`src/rtl/fetch_seq_ctrl_pkg.sv`:
```
// fetch_seq_ctrl_pkg
// Shared definitions for the instruction-fetch sequencer.
// The package holds the default geometry (address width, instruction width and reset PC),
// the state encoding and the NOP word.
// It has no ports.
package fetch_seq_ctrl_pkg;

  localparam int FETCH_AW       = 6;
  localparam int FETCH_DW       = 32;
  localparam int FETCH_START_PC = 1;

  localparam logic ST_IDLE  = 1'b0;
  localparam logic ST_FETCH = 1'b1;

  localparam logic [FETCH_DW-1:0] INST_NOP = 32'h0;

  typedef enum logic {
    FS_IDLE  = ST_IDLE,
    FS_FETCH = ST_FETCH
  } fetch_state_e;

endpackage

```
`src/rtl/fetch_seq_ctrl_perf_sat_counter.sv`:
```
// perf_sat_counter
// CW-wide event counter that saturates at all-ones.
// It is cleared only by reset.
// Ports:
//   clk    rising-edge clock
//   rst_n  asynchronous active-low clear
//   inc    count one event this cycle
//   cnt    current count
module perf_sat_counter
  import fetch_seq_ctrl_pkg::*;
#(
  parameter int CW = 16
) (
  input  logic          clk,
  input  logic          rst_n,
  input  logic          inc,
  output logic [CW-1:0] cnt
);

  function automatic logic [CW-1:0] sat_inc(input logic [CW-1:0] v);
    return (&v) ? v : v + CW'(1);
  endfunction

  always_ff @(posedge clk or negedge rst_n) begin
    if (!rst_n) begin
      cnt <= '0;
    end else if (inc) begin
      cnt <= sat_inc(cnt);
    end
  end

endmodule

```
`src/rtl/fetch_seq_ctrl.sv`:
```
// fetch_seq_ctrl
// Instruction-fetch sequencer.
// The module owns the PC and presents it as the ROM address.
// It captures the returned ROM word into the IF/ID register.
// The IF/ID register uses a valid/ready handshake towards decode.
// Redirects from EX override everything else and squash the wrong-path word.
//
// Build option: define FETCH_PERF_EN to add saturating counters.
// One counter counts delivered instructions and the other counts squashed instructions.
//
// Ports:
//   clk, rst_n       clock, asynchronous active-low reset
//   run_en           1 = fetch enabled (level)
//   id_ready         decode accepts IF/ID this cycle
//   redirect_valid   branch-taken / jump from EX
//   redirect_pc      redirect target word address
//   rom_addr         ROM address (= PC register)
//   rom_inst         ROM data, combinational from rom_addr
//   id_valid/id_inst/id_pc   IF/ID register contents
//   busy             sequencer is in FETCH
//   perf_fetch_cnt, perf_flush_cnt   (FETCH_PERF_EN only)
module fetch_seq_ctrl
  import fetch_seq_ctrl_pkg::*;
#(
  parameter int AW       = FETCH_AW,
  parameter int DW       = FETCH_DW,
  parameter int START_PC = FETCH_START_PC
`ifdef FETCH_PERF_EN
  ,
  parameter int CW       = 16
`endif
) (
  input  logic          clk,
  input  logic          rst_n,
  input  logic          run_en,
  input  logic          id_ready,
  input  logic          redirect_valid,
  input  logic [AW-1:0] redirect_pc,
  output logic [AW-1:0] rom_addr,
  input  logic [DW-1:0] rom_inst,
  output logic          id_valid,
  output logic [DW-1:0] id_inst,
  output logic [AW-1:0] id_pc,
  output logic          busy
`ifdef FETCH_PERF_EN
  ,
  output logic [CW-1:0] perf_fetch_cnt,
  output logic [CW-1:0] perf_flush_cnt
`endif
);

  fetch_state_e  state;
  logic [AW-1:0] pc_p0;
  logic          advance;
  logic          load_p0;

  // A free or draining IF/ID slot lets a fetching sequencer take the next word.
  // A redirect in the same cycle cancels that load.
  assign advance  = (state == FS_FETCH) & run_en & (~id_valid | id_ready);
  assign load_p0  = advance & ~redirect_valid;
  assign rom_addr = pc_p0;
  assign busy     = (state == FS_FETCH);

  always_ff @(posedge clk or negedge rst_n) begin
    if (!rst_n) begin
      state    <= FS_IDLE;
      pc_p0    <= AW'(START_PC);
      id_valid <= 1'b0;
      id_inst  <= DW'(INST_NOP);
      id_pc    <= '0;
    end else begin
      // The state follows run_en on every edge, including redirect cycles.
      state <= run_en ? FS_FETCH : FS_IDLE;

      // PC stage (p0) -> IF/ID stage
      if (redirect_valid) begin
        // A word that decode takes this cycle is consumed before the squash.
        // id_inst and id_pc keep their old contents.
        pc_p0    <= redirect_pc;
        id_valid <= 1'b0;
      end else if (load_p0) begin
        id_inst  <= rom_inst;
        id_pc    <= pc_p0;
        id_valid <= 1'b1;
        pc_p0    <= pc_p0 + AW'(1);
      end else if (id_ready) begin
        id_valid <= 1'b0;
      end
    end
  end

`ifdef FETCH_PERF_EN
  logic flush_ev;

  // Only a word that decode did not take this cycle counts as squashed.
  assign flush_ev = redirect_valid & id_valid & ~id_ready;

  perf_sat_counter #(.CW(CW)) u_fetch_cnt (
    .clk   (clk),
    .rst_n (rst_n),
    .inc   (load_p0),
    .cnt   (perf_fetch_cnt)
  );

  perf_sat_counter #(.CW(CW)) u_flush_cnt (
    .clk   (clk),
    .rst_n (rst_n),
    .inc   (flush_ev),
    .cnt   (perf_flush_cnt)
  );
`endif

endmodule

```
`config.mk`:
```
export PLATFORM = sky130hd
export DESIGN_NAME = fetch_seq_ctrl
export DESIGN_NICKNAME = d
export VERILOG_FILES = /design/src/rtl/fetch_seq_ctrl_pkg.sv /design/src/rtl/fetch_seq_ctrl_perf_sat_counter.sv /design/src/rtl/fetch_seq_ctrl.sv
export SDC_FILE = /design/constraint.sdc
export NUM_CORES = 1
export LEC_CHECK = 0
export CORE_MARGIN = 8
export CORE_UTILIZATION = 41
export CTS_CLUSTER_DIAMETER = 40
export CTS_CLUSTER_SIZE = 25
export DETAILED_ROUTE_END_ITERATION = 8
export MAX_ROUTING_LAYER = met4
export PLACE_DENSITY_LB_ADDON = 0.08
export SLEW_MARGIN = 10
export SYNTH_ARGS = -nofsm -noshare
export SYNTH_HDL_FRONTEND = slang
export SYNTH_SLANG_ARGS = --single-unit
```
`constraint.sdc`:
```
create_clock -name clk -period 2.1 [get_ports clk]
set_clock_uncertainty 0.2 [all_clocks]
set_input_delay 0.42 -clock clk [delete_from_list [all_inputs] [get_ports clk]]
set_output_delay 0.42 -clock clk [all_outputs]
set_load 0.02 [all_outputs]
```
; Word level (Yosys, flattened, before mapping)
; Cells that the tools add are included.
[word_totals]
reg_bits = 46
wordCells = 21
[classes]
n_addsub = 1
mux = 6
bitwise = 6
n_reduce_logical = 3
[op_table]
columns = op, n
row1 = $mux W6, 2
row2 = $add A6 B1 Y6 const B, 1
row3 = $mux W1, 4
row4 = $and A1 B1 Y1, 3
row5 = $reduce_bool A3 Y1, 1
row6 = $not A1 Y1, 2
row7 = $reduce_and A2 Y1, 1
row8 = $reduce_bool A2 Y1, 1
row9 = $or A1 B1 Y1, 1

; Depth between registers and ports, before layout
[depth]
ltp_word = 6
depth_mapped = 6
mapped_depth_nobuf = 5

; Worst setup path before layout
; Ideal clock, no wire load.
[synth_path]
kind = register to register
startpoint = register id_valid
endpoint = register id_inst[0]
setup_time_ps = 125
t_arrival_ps = 1478
t_required_ps = 1775
setup_slack_ps = 297
stages_incl_launch_ff = 7
n_path_buf = 3
synth_period_minus_slack_ps = 1803
cell_sequence = dfrtp_1 nor2b_4 buf_6 nor3_4 buf_6 buf_12 mux2_4
[synth_via]
elab_chain_cells = 5
[synth_lines]
columns = item, line_no
row1 = start: declaration, fetch_seq_ctrl.sv:41  ; output logic id_valid,
row2 = start signal: assignment, fetch_seq_ctrl.sv:68  ; id_valid <= 1'b0;
row3 = start signal: assignment, fetch_seq_ctrl.sv:80  ; id_valid <= 1'b0;
row4 = start signal: assignment, fetch_seq_ctrl.sv:84  ; id_valid <= 1'b1;
row5 = $not A1 Y1, fetch_seq_ctrl.sv:59  ; assign advance = (state == FS_FETCH) & run_en & (~id_valid | id_ready);
row6 = $or A1 B1 Y1, fetch_seq_ctrl.sv:59
row7 = $and A1 B1 Y1, fetch_seq_ctrl.sv:59
row8 = $and A1 B1 Y1, fetch_seq_ctrl.sv:60  ; assign load_p0 = advance & ~redirect_valid;
row9 = $reduce_and A2 Y1 (no line), -
row10 = end signal: assignment, fetch_seq_ctrl.sv:69  ; id_inst <= DW'(INST_NOP);
row11 = end signal: assignment, fetch_seq_ctrl.sv:82  ; id_inst <= rom_inst;
row12 = end: declaration, fetch_seq_ctrl.sv:42  ; output logic [DW-1:0] id_inst,
; Every way passes these cells.
; A chain may end at the register's enable or synchronous reset.

; Final worst setup path
[layout_path]
startpoint = register pc_p0[2] (netlist: rom_addr[2])
endpoint = output port rom_addr[2]
[layout_lines]
columns = item, line_no
row1 = start: declaration, fetch_seq_ctrl.sv:53  ; logic [AW-1:0] pc_p0;
row2 = start signal: assignment, fetch_seq_ctrl.sv:67  ; pc_p0 <= AW'(START_PC);
row3 = start signal: assignment, fetch_seq_ctrl.sv:79  ; pc_p0 <= redirect_pc;
row4 = start signal: assignment, fetch_seq_ctrl.sv:85  ; pc_p0 <= pc_p0 + AW'(1);
row5 = end: declaration, fetch_seq_ctrl.sv:39  ; output logic [AW-1:0] rom_addr,
; No word-level cell between the ends.

==> run_results.csv <==
group,metric,value,unit
outcome,status,"finished, final reports clean",
routing,drt_iter0_markers,23,
timing,slew_violations,0,
worst_setup_path,end_kind,"primary output",
cts,numCtsBuffers,5,
worst_setup_path,crit_chain,"clkdlybuf4s50_1",
floorplan,start_util,41.9,%
logic_synthesis,synthArstFlopShare,100,%
cells_and_area,nNetsFinal,262,
cts,cts_root_buf,"clkbuf_8",
logic_synthesis,synth_edf_count,0,
floorplan,die_w,84.8,microns
worst_setup_path,path_max_fanout,6,
worst_setup_path,required,1480,ps
pwr,intPower,1.93,mW
grt,grt_use_total,14.3,%
timing,min_period_over_period,96.0,%
logic_synthesis,netlist_instances,121,
logic_synthesis,synth_common_cells,"dfrtp_1, mux2_4, mux2_2",
grt,antenna_found_initial,0,
pwr,switching_share,28.6,%
cts,cts_tree,"yes",
routing,vias,1332,
logic_synthesis,synth_most_common_cell,"dfrtp_1",
timing,relSlewSlack,74.8,%
worst_setup_path,critPathTopFamily,"buffers and inverters",
placed_design,dp_slack,-100,ps
routing,first_pass_iters,4,
floorplan,die-area,7180,sq um
logic_synthesis,ys.flop_type,"dfrtp_1",
cts,clk_latency,290,ps
routing,wire_per_inst,17.3,microns
routing,drc,0,
logic_synthesis,ys_seq_area_share,59.5,%
floorplan,dieHeight,84.8,microns
timing,rsz0062_at_grt,"no",
worst_setup_path,critPathLaunchType,"flop",
logic_synthesis,synth_area,1940,sq um
worst_setup_path,worst-setup-path-type,"flop to primary output",
grt,grt_max_degree,33,
cts,htreeDepth,2,
logic_synthesis,synth.distinct_cells,24,
pwr,pwr-share-comb,34.9,%
placed_design,place_inst,264,
timing,layout_setup_ws,84.7,ps
grt,grt_pass1_wl,7.76,mm
worst_setup_path,path_buf_inv,1,
run,drv_cap,0,
placed_design,routabilityCongestion,0.888,
cts,clk_pin_slew,80,ps
pwr,p_per_area,899,nW/um^2
timing,finalSetupViolCount,0,
pwr,switchingPower,0.777,mW
routing,drt.antenna.violating_nets,0,
grt,grt_overflow,0,
logic_synthesis,synth.avg_cell_area,16.0,sq um
timing,hold_ws,309,ps
floorplan,fp.coreArea,4630,sq um
logic_synthesis,post-synth-top-area-cell,"dfrtp_1",
cells_and_area,stdcell_count,273,
logic_synthesis,synth_area_leaders,"dfrtp_1, mux2_4, mux2_2",
pwr,p_seq_share,42.8,%
logic_synthesis,ys_seq_elements,46,
pwr,leakage,1.27,nW
logic_synthesis,synth_fp_nets,165,
routing,wl,4.73,mm
placed_design,dp_hpwl,3.68,mm
pwr,p_clk_share,22.3,%
timing,finalSetupTns,0,ps
timing,period_needed,2020,ps
pwr,power.total,2.71,mW
floorplan,ios,89,
worst_setup_path,cp_data_arrival_time,1400,ps
logic_synthesis,yosysWarningCount,0,
logic_synthesis,synth_top_area_share,58.1,%
cts,clk_path_buf_depth,2,
timing,max_freq,0.496,GHz
cells_and_area,antenna_cells,0,
timing,hold_viol,0,
floorplan,rows,25,
timing,worst_pin_slew,378,ps
worst_setup_path,critPathSlowestCell,"clkdlybuf4s50_1",
cells_and_area,area_delta_synth_final,55.6,%
cts,clock_sinks,46,
grt,grt_pass1_vias,1472,
cts,post_cts_buffers,0,
cells_and_area,drive_gt1_share,26.5,%
placed_design,io_buffers,88,
worst_setup_path,max_stage_delay,650,ps
routing,vias_per_cell,4.88,
min_path,hold_class,"flop to flop",
pwr,max-vdd-ir-drop,482,uV
-- routing by layer --
layer | part of all wire (%) | track usage (%)
met5 | 0 | -
met4 | 0.40 | 2.91
met3 | 6.7 | 5.85
met2 | 50 | 23.1
met1 | 43 | 16.3
-- power groups by stage --
stage / Sequential, mW / Clock, mW / Combinational (mW)
after floorplan: 1.38 / 0 / 0.245
after global placement: 1.17 / 0 / 0.942
after detailed placement: 1.18 / 0 / 0.958
after CTS: 1.16 / 0.628 / 0.962
after global routing: 1.19 / 0.667 / 0.999
final: 1.16 / 0.604 / 0.946
-- layout by cell type (no fill, tap or decap) --
| cell type | n |
|---|---|
| clkbuf_8 | 8 |
| xor2_1 | 1 |
| nor2b_4 | 1 |
| nand3_1 | 2 |
| nor2_1 | 2 |
| o21ai_1 | 1 |
| nor4_1 | 1 |
| dfstp_2 | 1 |
| buf_4 | 4 |
| clkdlybuf4s50_1 | 86 |
| nor3_1 | 1 |
| mux2i_1 | 1 |
| ha_1 | 1 |
| xnor2_1 | 4 |
| nand2_1 | 7 |
| o21ai_0 | 4 |
| nor4b_1 | 1 |
| mux2_4 | 20 |
| buf_2 | 1 |
| nor3b_1 | 1 |
| a21oi_1 | 1 |
| nor3_4 | 1 |
| dfrtp_1 | 45 |
| dlygate4sd3_1 | 1 |
| mux2_2 | 19 |
| dlygate4sd2_1 | 1 |
| buf_12 | 3 |
-- cell type report --
class	count	area, sq um
clock buffers	8	110
fillers	377	1610
multi-input cells	69	712
flip-flops and latches	46	1150
well taps	54	67.6
repair buffers	96	975
-- registers in the layout, summed over array words and instances (netlist names) --
| name | flops |
|---|---|
| id_inst | 32 |
| id_valid | 1 |
| busy | 1 |
| id_pc | 6 |
| rom_addr | 6 |
-- path summary, 6_finish.rpt --
path	startpoint	to	slack [ps]	cells past startpoint
worst max-delay path	rom_addr[2]$_DFFE_PN0P_	rom_addr[2]	80	1
worst min-delay path	id_pc[5]$_DFFE_PN0P_	id_pc[5]$_DFFE_PN0P_	310	1
worst max register to register	rom_addr[0]$_DFFE_PN1P_	rom_addr[5]$_DFFE_PN0P_	360	5
worst min register to register	id_pc[5]$_DFFE_PN0P_	id_pc[5]$_DFFE_PN0P_	310	1
max in group asynchronous	rst_n	rom_addr[0]$_DFFE_PN1P_	780	3
min in group asynchronous	rst_n	id_pc[4]$_DFFE_PN0P_	370	2
-- through the flow --
step	cell area [sq um]	utilization, %
final	3020	65.2
after global routing	3020	65.2
after CTS	3020	65.2
after detailed placement	2900	62.6
after global placement	2900	62.6
after floorplan	1940	-
-- cells by family (layout without fill, tap and decap cells) --
family	count (synthesis)	in the layout	synth area share [%]
AND/OR/NAND/NOR	17	17	5.23
AO/OA/AOI/OAI	6	6	1.55
buffers and inverters	6	104	3.81
multiplexers	40	40	27.1
flip-flops	46	46	59.5
adder cells (fa/ha/maj)	1	1	0.645
XOR/XNOR	5	5	2.26
-- what timing repair did --
action,4_1_cts,5_1_grt
endpoints found under the setup margin,1,0
hold buffers,1,0
gates resized for setup,1,0
hold endpoints to repair,14,0
(Power assumes the default switching activity.)
